==> src/rtl/deploy_scheduler.sv <==
// deploy_scheduler
//   Queues deploy requests (fire button, tree timer, ...) as a saturating count.
//   On frame boundaries it issues a one-hot, one-clk deploy pulse to a bank of
//   NUM_SLOTS object instances, with a programmable cooldown in frames between
//   deploys. MODE=0 is the legacy blind round-robin. MODE=1 picks the first
//   free slot, starting at the round-robin pointer.
// Ports
//   clk, resetN      clock, synchronous active-low reset
//   startOfFrame     one-clk pulse per frame; service is evaluated only then
//   request          one-clk deploy request, accepted on any clk
//   rapid            picks COOLDOWN_RAPID rather than COOLDOWN_NORMAL at the next load
//   enable           0 flushes the queue and suppresses deploys
//   slot_busy        per-instance active flags
//   deploy           one-hot deploy pulse, valid for the clk after a frame clk
//   pending_cnt      number of queued requests
//   dropped          one-clk pulse when a request is lost because the queue is full
//   cooldown_active  cooldown counter is non-zero
module deploy_scheduler #(
    parameter int NUM_SLOTS       = 8,
    parameter int QUEUE_DEPTH     = 4,
    parameter int CD_W            = 8,
    parameter int COOLDOWN_NORMAL = 50,
    parameter int COOLDOWN_RAPID  = 20,
    parameter int MODE            = 1
) (
    input  logic                               clk,
    input  logic                               resetN,
    input  logic                               startOfFrame,
    input  logic                               request,
    input  logic                               rapid,
    input  logic                               enable,
    input  logic [NUM_SLOTS-1:0]               slot_busy,
    output logic [NUM_SLOTS-1:0]               deploy,
    output logic [$clog2(QUEUE_DEPTH+1)-1:0]   pending_cnt,
    output logic                               dropped,
    output logic                               cooldown_active
);
    localparam int PW = $clog2(QUEUE_DEPTH+1);
    localparam int SW = $clog2(NUM_SLOTS);
    localparam logic [PW-1:0]   PEND_MAX  = PW'(QUEUE_DEPTH);
    localparam logic [CD_W-1:0] LOAD_N    = CD_W'(COOLDOWN_NORMAL - 1);
    localparam logic [CD_W-1:0] LOAD_R    = CD_W'(COOLDOWN_RAPID - 1);
    localparam logic [SW-1:0]   LAST_SLOT = SW'(NUM_SLOTS - 1);

    logic [CD_W-1:0]      cooldown;
    logic [SW-1:0]        ptr;
    logic [NUM_SLOTS-1:0] last_mask;   // deploy vector of the previous frame clk
    logic [SW-1:0]        sel;
    logic                 sel_ok;
    logic [NUM_SLOTS-1:0] sel_vec;
    logic                 service;
    logic                 full;
    int                   idx;
    logic [SW-1:0]        idx_s;

    // Slot select. The scan runs from the farthest offset down to offset 0,
    // so the last qualifying hit is the one nearest to ptr.
    // last_mask masks a slot deployed on the previous frame clk, because its
    // busy flag may not have risen yet.
    always_comb begin
        sel    = ptr;
        sel_ok = 1'b0;
        idx    = 0;
        idx_s  = '0;
        if (MODE == 0) begin
            sel_ok = 1'b1;
        end else begin
            for (int i = NUM_SLOTS - 1; i >= 0; i--) begin
                idx = int'(ptr) + i;
                if (idx >= NUM_SLOTS) idx = idx - NUM_SLOTS;
                idx_s = SW'(idx);
                if (!slot_busy[idx_s] && !last_mask[idx_s]) begin
                    sel    = idx_s;
                    sel_ok = 1'b1;
                end
            end
        end
    end

    assign sel_vec         = NUM_SLOTS'(1) << sel;
    assign full            = (pending_cnt == PEND_MAX);
    assign service         = startOfFrame && enable && (cooldown == '0) &&
                             (pending_cnt != '0) && sel_ok;
    assign cooldown_active = (cooldown != '0);

    always_ff @(posedge clk) begin
        if (!resetN) begin
            deploy      <= '0;
            pending_cnt <= '0;
            dropped     <= 1'b0;
            cooldown    <= '0;
            ptr         <= '0;
            last_mask   <= '0;
        end else begin
            deploy  <= service ? sel_vec : '0;
            // A request that arrives on a servicing clk takes the freed place, so it is never dropped.
            dropped <= enable && request && full && !service;

            if (!enable)
                pending_cnt <= '0;
            else if (request && !full && !service)
                pending_cnt <= pending_cnt + 1'b1;
            else if (service && !request)
                pending_cnt <= pending_cnt - 1'b1;

            if (startOfFrame) begin
                last_mask <= service ? sel_vec : '0;
                // The load is COOLDOWN-1, so a deploy falls on every COOLDOWN-th frame.
                if (cooldown != '0)
                    cooldown <= cooldown - 1'b1;
                else if (service)
                    cooldown <= rapid ? LOAD_R : LOAD_N;
            end

            if (service)
                ptr <= (sel == LAST_SLOT) ? '0 : sel + 1'b1;
        end
    end
endmodule

==> config.mk <==
export PLATFORM = sky130hd
export DESIGN_NAME = deploy_scheduler
export DESIGN_NICKNAME = d
export VERILOG_FILES = /design/src/rtl/deploy_scheduler.sv
export SDC_FILE = /design/constraint.sdc
export NUM_CORES = 1
export LEC_CHECK = 0
export CORE_UTILIZATION = 57
export DETAILED_ROUTE_END_ITERATION = 10
export PLACE_DENSITY_LB_ADDON = 0.1
export REMOVE_ABC_BUFFERS = 1
export SLEW_MARGIN = 10
export SYNTH_ARGS = -nofsm -noshare
export SYNTH_HDL_FRONTEND = slang
export SYNTH_SLANG_ARGS = --single-unit
==> constraint.sdc <==
create_clock -name clk -period 5.6 [get_ports clk]
set_clock_uncertainty 0.15 [all_clocks]
set_input_delay 1.12 -clock clk [delete_from_list [all_inputs] [get_ports clk]]
set_output_delay 1.12 -clock clk [all_outputs]
set_load 0.01 [all_outputs]
Yosys cells after proc, flatten, opt, wreduce, memory -nomap -nowiden:

Index checks and enable logic that the tools add are counted.

* add/subtract/negate cells: 19
* muxes and demuxes: 63
* reductions and logical operators: 44
* equal/unequal tests: 2
* order comparisons: 16
* shift operators: 1

Operators with widths (number)
* 3-bit 2-to-1 mux: 19
* 1-bit binary-select mux with 3-bit select: 16
* 3-bit by 4-bit < comparator with 1-bit output, second input constant: 8
* 4-bit greater-or-equal comparator, second input constant: 7
* 3-bit by 1-bit subtractor with 3-bit output, second input constant: 9
* 1-bit 2-to-1 mux: 24
* 8-bit 2-to-1 mux: 3
* 1-bit logical NOT: 19
* 1-bit logical AND: 18
* 3-bit by 3-bit adder with 4-bit output, second input constant: 4
* 3-bit by 2-bit adder with 4-bit output, second input constant: 2
* 8-bit logical NOT: 1
* 8-bit nonzero test: 1
* 1-bit by 3-bit << shifter with 8-bit output, first input constant: 1
* 8-bit by 1-bit subtractor with 8-bit output, second input constant: 1
* 3-bit by 1-bit adder with 3-bit output, second input constant: 2
* 3-bit equality test, second input constant: 2
* 6-bit 2-to-1 mux: 1
* 3-bit by 1-bit adder with 4-bit output, second input constant: 1
* 3-bit by 4-bit greater-or-equal comparator with 1-bit output, second input constant: 1
* 2-bit AND reduction: 2
* 2-bit nonzero test: 2
* 3-bit nonzero test: 1

* flip-flop bits (word level): 31
* input bits: 14
* logic and storage cells: 151

Logic depth before layout (Yosys ltp):

Gate-level depths: netlist (run 1).

* word-level depth: 19
* gate-level depth with buffers: 17

Least setup slack after synthesis (run 1):

OpenSTA, ideal clock, no wires.

* kind: register to register
* start: reg ptr[1]
* end: reg pending_cnt[2]
* arrival: 3.814 ns
* period minus slack after synthesis: 4.044 ns
* library setup time: 0.079 ns
* slack: 1.556 ns
* cell stages (with the launch flop): 14
* path through: dfxtp_1 clkbuf_1 clkinv_1 ha_1 xor2_2 mux4_1 mux2_4 o41ai_4 and2_2 nand2_1 fa_1 nor2b_1 a21o_1 a211oi_2

* longest elaborated chain between the ends: 19
* elaborated cells between the ends (all ways): 101
* those cells by class: add/sub (15); order compare (8); mux (49); reduce/logical (29)

Ends and longest elaborated chain
* from (decl): line 46 `logic [SW-1:0] ptr;`
* from (signal assigned): line 116 `ptr <= (sel == LAST_SLOT) ? '0 : sel + 1'b1;`
* 3-bit by 3-bit adder with 4-bit output: line 69 `idx = int'(ptr) + i;`
* 4-bit greater-or-equal comparator / 3-bit by 1-bit subtractor with 3-bit output (equally long branches): line 70 `if (idx >= NUM_SLOTS) idx = idx - NUM_SLOTS;`
* 3-bit 2-to-1 mux: line 70
* 1-bit binary-select mux with 3-bit select: line 72 `if (!slot_busy[idx_s] && !last_mask[idx_s]) begin`
* 1-bit 2-to-1 mux (not written as such): line 72
* 1-bit logical NOT: line 72
* 1-bit logical AND: line 72
* 1-bit 2-to-1 mux (7 in a row): line 72
* 1-bit 2-to-1 mux (*): line 72
* 1-bit logical AND (*): line 83 `(pending_cnt != '0) && sel_ok;`
* 1-bit logical NOT: line 101 `else if (request && !full && !service)`
* 1-bit logical AND: line 101
* 3-bit 2-to-1 mux / 2-bit nonzero test (equally long branches)
* to (signal assigned): line 102 `pending_cnt <= pending_cnt + 1'b1;`
* to (signal assigned): line 104 `pending_cnt <= pending_cnt - 1'b1;`
* to (decl): line 34 `output logic [$clog2(QUEUE_DEPTH+1)-1:0] pending_cnt,`

Every way passes the cells marked *; elsewhere a longest branch is shown, timed or not. The select of a mux whose other input is x is not followed.
A chain may end at the register's enable or synchronous reset.

Worst setup path in the final report (run 1):

* start: reg ptr[1]
* end: reg ptr[0]

* longest elaborated chain between the ends: 17
* elaborated cells between the ends (all ways): 107
* those cells by class: add/sub (16); order compare (8); eq/ne (1); mux (57); reduce/logical (25)

Ends and longest elaborated chain (line)
* 3-bit by 3-bit adder with 4-bit output: 69
* 4-bit greater-or-equal comparator / 3-bit by 1-bit subtractor with 3-bit output (equally long branches): 70
* 3-bit 2-to-1 mux: 70
* 1-bit binary-select mux with 3-bit select: 72
* 1-bit 2-to-1 mux (not written as such): 72
* 1-bit logical NOT: 72
* 1-bit logical AND: 72
* 3-bit 2-to-1 mux (8 in a row): 72
* 3-bit by 1-bit adder with 3-bit output / 3-bit equality test (equally long branches): 116
* 3-bit 2-to-1 mux: 116

Parallel ways exist; a longest one is shown, timed or not. The select of a mux whose other input is x is not followed.

==> results of run 1 <==
-- cell families after synthesis --
group                      share of synthesized area [%]
AOI/OAI and AO/OA                                  23.97
buffers and inverters                              4.582
muxes                                              14.20
DFF                                                24.98
xor gates and xnor gates                           3.475
adders and majority gates                          5.337
and+or+nand+nor                                    23.46
-- worst max-delay path by stage --
| stage | from | endpoint | slack [ps] | depth (start not counted) |
|---|---|---|---|---|
| global route | ptr[1]$_SDFFE_PN0P_ | ptr[0]$_SDFFE_PN0P_ | 860 | 13 |
| CTS | ptr[1]$_SDFFE_PN0P_ | ptr[0]$_SDFFE_PN0P_ | 1230 | 13 |
| detailed placement | slot_busy[2] | ptr[0]$_SDFFE_PN0P_ | 960 | 12 |
| global placement | slot_busy[2] | ptr[0]$_SDFFE_PN0P_ | 1030 | 12 |
| finish | ptr[1]$_SDFFE_PN0P_ | ptr[0]$_SDFFE_PN0P_ | 1180 | 13 |
| floorplan | ptr[0]$_SDFFE_PN0P_ | ptr[0]$_SDFFE_PN0P_ | 930 | 13 |
-- cells in the mapped netlist (4+ instances only) --
master     n  area share [%]
nor2b_1    6             1.5
xnor2_1    7             2.5
dfxtp_1   31              25
or2_2      8             2.0
buf_2      7             1.4
nand3_1    4            0.81
a21o_1     7             2.1
ha_1       9             4.5
a21oi_1   18             3.6
nor2_1    34             5.1
nor4_1     4             1.0
mux2i_1    6             2.4
o21ai_0    7             1.4
inv_1     11             1.7
a211oi_1   8             2.4
clkbuf_1   5            0.76
nand2_1   31             4.7
nor3_1    15             3.0
mux4_2     9             8.2
-- power groups by stage --
stage | Combinational [mW] | Clock [mW] | Sequential (mW)
floorplan | 0.277 | 0 | 0.272
global placement | 0.382 | 0 | 0.271
detailed placement | 0.382 | 0 | 0.272
CTS | 0.386 | 0.235 | 0.267
global route | 0.436 | 0.242 | 0.271
finish | 0.390 | 0.231 | 0.267
-- layer usage --
layer / vias to the layer above / wire length (um)
li1: 1150 / -
met1: 1140 / 2963
met2: 102 / 2755
met3: 13 / 510
met4: 0 / 125
met5: - / 0
-- registers in the layout (all words and copies together), names as in the netlist --
signal	cells
ptr	3
cooldown	8
last_mask	8
deploy	8
dropped	1
pending_cnt	3
-- cell type report --
type,count,area (um^2)
multi-input cells,234,1750
inverters,13,48.80
well taps,50,62.56
clock buffers,6,82.58
repair buffers,30,290.3
clock inverters,2,35.03
flip-flops and latches,31,620.6
fillers,328,1196
-- worst max-delay path: cells and delay by family, from the launching register on --
kind,cells,cell delay [ps]
buffers and inverters,1,220
AOI/OAI and AO/OA,6,1500
and+or+nand+nor,3,910
DFF,1,340
adders and majority gates,3,1220
-- per-stage QoR --
| step | instances | total power, mW |
|---|---|---|
| after global placement | 358 | 0.6524 |
| after detailed placement | 358 | 0.6536 |
| after CTS | 366 | 0.8878 |
| final | 366 | 0.8874 |
| after global routing | 366 | 0.9489 |
| after floorplan | 278 | 0.5491 |
==> flow_summary.json, run 1 <==
{
  "antenna_found_initial": 0,
  "relSlewSlack_pct": 47.44,
  "grt_max_degree": 40,
  "grt.busiest_layer": "met1",
  "h-tree-depth": 2,
  "p_switching_uw": 334.0,
  "start_util_pct": 60.81,
  "path_cells": "clkinv_1 -> ha_1 -> or4b_2 -> a41o_1 -> a21oi_1 -> o2111ai_1 -> nand4_1 -> nand2_1 -> a211o_1 -> ha_1 -> ha_1 -> a2111o_1 -> a31oi_1",
  "cpPeakStageDelay_ps": 740,
  "ys_types": 62,
  "clkTransAtPathRegs_ps": 70,
  "rows": 23,
  "cts_buffer_depth": 2,
  "route.vias.total": 2405,
  "pwr-share-clk_pct": 26.0,
  "worst-path-max-fanout": 18,
  "via_per_inst": 6.571,
  "worstSetupPathType": "register to register",
  "hold_class": "register to register",
  "fin_crit_ps": 4422,
  "die_area_um2": 4627,
  "synth-edff-count": 0,
  "fin_hold_ws_ps": 348.5,
  "clk_latency_ps": 300,
  "routedWlPerCell_um": 17.36,
  "ctsResizeCount": 0,
  "rsz0062_at_grt": "false",
  "num_io_pins": 27,
  "grtUsageTotal_pct": 30.77,
  "yosys_most_used_dff": "dfxtp_1",
  "sequentialPowerShare_pct": 30.1,
  "n_antenna_cell": 0,
  "max_slew.worst_pin.slew_ps": 782.8,
  "r2r_setup_slack_ps": 1180,
  "yosysWarnings": 0,
  "maxCapViolCount": 0,
  "cts_buffers": 5,
  "setup_tns_ps": 0,
  "worstPathRequired_ps": 5680,
  "num-nets-final": 339,
  "place.gp.congestion": 0.9678,
  "worstSetupStartpointType": "register",
  "portBuffers": 26,
  "r2r_cells": 13,
  "finalSetupViolations": 0,
  "ir_drop_mv": 0.2339,
  "p_leak_nw": 1.112,
  "drv_slew": 0,
  "r2r_start": "ptr[1]$_SDFFE_PN0P_",
  "power_density_nw_per_um2": 307.0,
  "fin_area_um2": 2890,
  "synthesis.instances": 291,
  "ant_nets": 0,
  "final_layout_size_suffix_gt1_share_pct": 13.29,
  "p_comb_share_pct": 43.9,
  "grt_pass1_wl_mm": 10.43,
  "ys_seq_elements": 31,
  "setup_slack_ps": 1178,
  "hold_path_depth": 2,
  "timing_hold_violations_final": 0,
  "dp_hpwl_mm": 4.870,
  "mostFrequentLayoutCell": "nor2_1",
  "use_met1_pct": 44.63,
  "postLayoutCoreUtil_pct": 70.73,
  "postCtsSetupBuffers": 0,
  "first_pass_iters": 5,
  "cts_hold_buf": 0,
  "fp.dieH_um": 68.03,
  "core_area_um2": 4086,
  "cp-end-kind": "register",
  "wirelength_mm": 6.355,
  "mostFrequentLayoutCells": "nor2_1 (34), nand2_1 (31), dfxtp_1 (31), clkdlybuf4s50_1 (26), a21oi_1 (18)",
  "synth.yosys.seq_area_share_pct": 24.97,
  "cp_slowest_cell": "ha_1",
  "ys_async_sr_fraction_pct": 0,
  "outcome": "finished clean",
  "crit_arrival_ps": 4500,
  "max_clock_freq_mhz": 226.1,
  "grt_overflow_total": 0,
  "grt_use_met2_pct": 44.24,
  "syn_avg_cell_area_um2": 8.539,
  "place_area_um2": 2773,
  "syn_area_um2": 2485,
  "reg2reg_to": "ptr[0]$_SDFFE_PN0P_",
  "cts-root-buf": "clkbuf_8",
  "worstHoldEndpoint": "cooldown[3]$_SDFFE_PN0P_",
  "pre_cts_slack_ps": 962.8,
  "grt_pass1_vias": 2120,
  "cts_tree": "yes",
  "min-delay-start": "cooldown[3]$_SDFFE_PN0P_",
  "use_met3_pct": 7.000,
  "intPower_uw": 553.4,
  "route.detailed.drc": 0,
  "fin_crit_sh_pct": 78.96,
  "area_delta_synth_final_pct": 16.31,
  "p_sw_share_pct": 37.64,
  "cts.sinks": 31,
  "drtIter0Drc": 285,
  "crit_top_cell": "ha_1",
  "die_x_um": 68.03
}
(Power assumes the default switching activity.)
==> run 2, diff against run 1 <==
Clock period 5.6 ns to 4.45 ns, I/O delays scaled along.
==> run 2 against run 1 <==
  * Global-route usage rose by 0.26 points
  * Die area did not move
  * Critical endpoint unchanged
  * Final area is 1.8% higher
  * Largest cell class unchanged
  * Worst setup slack got worse by 910 ps
  * Hold slack lost 8.6 ps
  * First-iteration DRC count shrank 9.8%
==> flow_summary.json, run 2 (same netlist as run 1, synthesis figures left out) <==
{
  "cts_buffers": 5,
  "place_area_um2": 2840,
  "area_delta_synth_final_pct": 18.43,
  "maxCapViolCount": 0,
  "num_io_pins": 27,
  "met2_length_mm": 3.001,
  "stdcell_count": 374,
  "rsz0062_at_grt": "false",
  "setup_tns_ps": 0,
  "clkTransAtPathRegs_ps": 60,
  "cts.sinks": 31,
  "fin_area_um2": 2943,
  "rows": 23,
  "via_per_inst": 6.556,
  "final_layout_size_suffix_gt1_share_pct": 15.12,
  "drtIter0Drc": 257,
  "worstPathRequired_ps": 4510,
  "cts_buffer_depth": 2,
  "cts-root-buf": "clkbuf_8",
  "route.detailed.drc": 0,
  "r2r_cells": 13,
  "place.gp.congestion": 1.035,
  "wirelength_met1_mm": 3.046,
  "grtUsageTotal_pct": 31.03,
  "first_pass_iters": 4,
  "setup_slack_ps": 271.1,
  "outcome": "finished clean",
  "core_area_um2": 4086,
  "num-nets-final": 348,
  "cp-end-kind": "register",
  "wirelength_mm": 6.690,
  "grt_overflow_total": 0,
  "fin_hold_ws_ps": 339.9,
  "die_area_um2": 4627,
  "worstSetupPathType": "primary input to register",
  "post-place-cells": 367,
  "mostFrequentLayoutCell": "nor2_1",
  "power_density_nw_per_um2": 376.7,
  "clk_latency_ps": 280,
  "grt_max_degree": 39,
  "reg_top3": "cooldown (8), deploy (8), last_mask (8)",
  "pre_cts_slack_ps": 46.19,
  "ctsResizeCount": 0,
  "hold_class": "register to register",
  "antenna_found_initial": 0,
  "routedWlPerCell_um": 17.89,
  "n_antenna_cell": 0,
  "top_layer_used": "met4",
  "timing_hold_violations_final": 0,
  "grt_pass1_vias": 2199,
  "fin_crit_sh_pct": 93.91,
  "met3_length_um": 515,
  "r2r_setup_slack_ps": 290,
  "ant_nets": 0,
  "cts_hold_buf": 0,
  "max_clock_freq_mhz": 239.3,
  "mostFrequentLayoutCells": "nor2_1 (34), nand2_1 (31), dfxtp_1 (31), clkdlybuf4s50_1 (26), a21oi_1 (18)",
  "worst-path-max-fanout": 4,
  "fp.dieH_um": 68.03,
  "worstSetupStartpointType": "primary input",
  "ir_drop_mv": 0.4492,
  "postCtsSetupBuffers": 0,
  "max_slew.worst_pin.slew_ps": 725.5,
  "h-tree-depth": 2,
  "portBuffers": 26,
  "grt_pass1_wl_mm": 10.54,
  "finalSetupViolations": 0,
  "fin_crit_ps": 4179,
  "p_leak_nw": 1.145,
  "hold_path_depth": 2,
  "dp_hpwl_mm": 5.148,
  "route.vias.total": 2452,
  "die_x_um": 68.03,
  "start_util_pct": 60.81,
  "drv_slew": 0,
  "crit_arrival_ps": 4240,
  "relSlewSlack_pct": 51.19,
  "cts_tree": "yes"
}
==> run 2: cell count changes in the layout (fill, tap and decap cells not counted) <==
cell and change:
buf_4 +9, clkinv_2 -1, clkbuf_8 -1, clkbuf_1 +1
==> run 2: area by class of cell <==
type,instances,area [um^2]
clock buffers,6,72.57
multi-input cells,234,1750
clock inverters,1,30.03
well taps,50,62.56
fillers,322,1144
flip-flops and latches,31,620.6
inverters,13,48.80
repair buffers,39,357.8
==> run 2: metrics by stage <==
step | power [mW] | utilization, %
after floorplan | 0.6911 | -
after global placement | 0.8320 | 69.50
after detailed placement | 0.8358 | 69.50
after CTS | 1.104 | 72.01
after global routing | 1.171 | 72.01
final | 1.109 | 72.01
==> run 2: worst max-delay path: stages <==
cell and delay, ps:
clkdlybuf4s50_1 450, or4b_2 680, a41o_1 310, a21oi_1 200
o2111ai_1 150, nand4_1 130, nand2_1 80, a211o_1 340
ha_1 240, ha_1 230, a2111o_1 360, a31oi_1 160
==> run 2: layer usage <==
layer | GRT usage [%] | vias up
met3 | 7.667 | 16
li1 | - | 1174
met4 | 10.42 | 0
met2 | 48.04 | 112
met5 | 0 | -
met1 | 41.87 | 1150
==> run 2: final timing paths <==
path                            startpoint                  endpoint
hold / removal    cooldown[3]$_SDFFE_PN0P_  cooldown[3]$_SDFFE_PN0P_
hold reg to reg   cooldown[3]$_SDFFE_PN0P_  cooldown[3]$_SDFFE_PN0P_
setup / recovery              slot_busy[1]       ptr[0]$_SDFFE_PN0P_
setup reg to reg       ptr[0]$_SDFFE_PN0P_       ptr[0]$_SDFFE_PN0P_
==> run 2: power by group <==
group | internal, mW | leakage [nW] | switching [mW]
Sequential | 0.307 | 0.251 | 0.0300
Combinational | 0.217 | 0.842 | 0.294
Clock | 0.164 | 0.0513 | 0.0973
==> run 3, diff against run 2 <==
Settings changed: CORE_UTILIZATION 57 to 61.
Clock period 4.45 ns to 5 ns, I/O delays scaled along.
==> run 3 against run 2 <==
  * First-iteration DRC count grew 36%
  * Routed wire length fell by 0.19%
  * Non-clock buffer count down 5
  * Critical endpoint unchanged
  * Largest cell class unchanged
==> flow_summary.json, run 3 (same netlist as run 1, synthesis figures left out) <==
{
  "fp.dieH_um": 65.83,
  "crit_top_cell": "ha_1",
  "first_pass_iters": 5,
  "maxCapViolCount": 0,
  "wirelength_mm": 6.677,
  "mostFrequentLayoutCell": "nor2_1",
  "dp_hpwl_mm": 4.984,
  "clk_latency_ps": 290,
  "reg_top3": "cooldown (8), deploy (8), last_mask (8)",
  "grt_pass1_vias": 2218,
  "grtUsageTotal_pct": 33.47,
  "fin_crit_ps": 4283,
  "clkTransAtPathRegs_ps": 70,
  "drtIter0Drc": 349,
  "finalSetupViolations": 0,
  "cts.sinks": 31,
  "via_per_inst": 6.685,
  "cts_buffers": 5,
  "final_layout_size_suffix_gt1_share_pct": 14.37,
  "relSlewSlack_pct": 50.74,
  "h-tree-depth": 2,
  "worstPathRequired_ps": 5070,
  "portBuffers": 26,
  "route.detailed.drc": 0,
  "mostFrequentLayoutCells": "nor2_1 (34), nand2_1 (31), dfxtp_1 (31), clkdlybuf4s50_1 (26), a21oi_1 (18)",
  "timing_hold_violations_final": 0,
  "ir_drop_mv": 0.3581,
  "fillers": 259,
  "cts_hold_buf": 0,
  "cts_tree": "yes",
  "place.gp.congestion": 0.9413,
  "crit_arrival_ps": 4350,
  "postCtsSetupBuffers": 0,
  "die_area_um2": 4333,
  "cp_slowest_cell": "mux4_2",
  "n_antenna_cell": 0,
  "multi_input_area_um2": 1750,
  "outcome": "finished clean",
  "max_slew.worst_pin.slew_ps": 733.6,
  "rows": 22,
  "core_area_um2": 3771,
  "postLayoutCoreUtil_pct": 77.24,
  "min-delay-start": "cooldown[3]$_SDFFE_PN0P_",
  "power_density_nw_per_um2": 341.3,
  "setup_tns_ps": 0,
  "worstSetupStartpointType": "primary input",
  "cts_buffer_depth": 2,
  "grt_overflow_total": 0,
  "cp-end-kind": "register",
  "start_util_pct": 65.89,
  "antenna_found_initial": 0,
  "grt_max_degree": 38,
  "cpPeakStageDelay_ps": 560,
  "grt_pass1_wl_mm": 10.76,
  "routedWlPerCell_um": 18.14,
  "cts-root-buf": "clkbuf_8",
  "ctsResizeCount": 0,
  "num-nets-final": 343,
  "rsz0062_at_grt": "false",
  "die_x_um": 65.83,
  "drv_slew": 0,
  "area_delta_synth_final_pct": 17.22,
  "hold_class": "register to register",
  "path_cells": "clkdlybuf4s50_1 -> or2_2 -> mux4_2 -> mux2i_1 -> o311ai_0 -> nand4_1 -> nand2_1 -> a211o_1 -> ha_1 -> ha_1 -> a2111o_1 -> a31oi_1",
  "ant_nets": 0,
  "worstSetupPathType": "primary input to register",
  "cp-startpoint": "slot_busy[2]",
  "num_io_pins": 27,
  "fin_crit_sh_pct": 85.67,
  "route.vias.total": 2460,
  "worst-path-max-fanout": 7,
  "max_clock_freq_mhz": 233.5,
  "regArea_um2": 620.6,
  "p_leak_nw": 1.128,
  "r2r_start": "ptr[0]$_SDFFE_PN0P_"
}
[run 3: cell count changes in the layout (fill, tap and decap cells not counted)]
cell / delta
clkinv_2: +1
buf_4: -5
clkinv_4: +1
clkbuf_1: -1
[run 3: worst paths after layout]
check	cells past startpoint	endpoint	slack [ps]
setup / recovery	12	ptr[0]$_SDFFE_PN0P_	720
hold / removal	2	cooldown[3]$_SDFFE_PN0P_	350
setup reg to reg	14	ptr[0]$_SDFFE_PN0P_	800
hold reg to reg	2	cooldown[3]$_SDFFE_PN0P_	350
[run 3: stage by stage]
stage	worst slack (ps)	area, um^2	instances	power [mW]	hold slack (ps)
CTS	800.2	2913	368	0.9893	348.4
finish	716.7	2913	368	0.9942	345.1
global placement	567.8	2800	360	0.7291	326.6
floorplan	327.0	2420	278	0.6150	312.8
detailed placement	500.3	2800	360	0.7395	338.2
global route	575.1	2913	368	1.050	383.9
[run 3: final cells by class]
| cell class | count | share of cell area [%] |
|---|---|---|
| multi-input combinational | 234 | 60.09 |
| sequential | 31 | 21.31 |
| timing repair buffer | 34 | 11.00 |
| clock buffer | 5 | 2.363 |
| tap | 48 | 2.062 |
| inverter | 13 | 1.675 |
| clock inverter | 3 | 1.503 |
[run 3: layer usage]
| layer | track usage (%) | part of all wire, % | vias to the layer above |
|---|---|---|---|
| li1 | - | - | 1163 |
| met1 | 41.88 | 41 | 1112 |
| met2 | 53.95 | 46 | 150 |
| met3 | 6.034 | 8.2 | 35 |
| met4 | 18.48 | 5.0 | 0 |
| met5 | 0 | 0 | - |
[run 3: worst max-delay path, delay by kind of cell]
kind | cells | cell delay, ps
compound gates | 4 | 1050
buf+inv | 1 | 490
simple gates | 3 | 540
fa+ha+maj | 2 | 450
mux | 2 | 830
[run 3: power breakdown]
part | total [mW] | switching (mW) | leakage, nW | internal (mW)
clock | 0.250 | 0.102 | 0.0581 | 0.148
sequential | 0.301 | 0.0274 | 0.251 | 0.273
combinational | 0.443 | 0.255 | 0.818 | 0.189
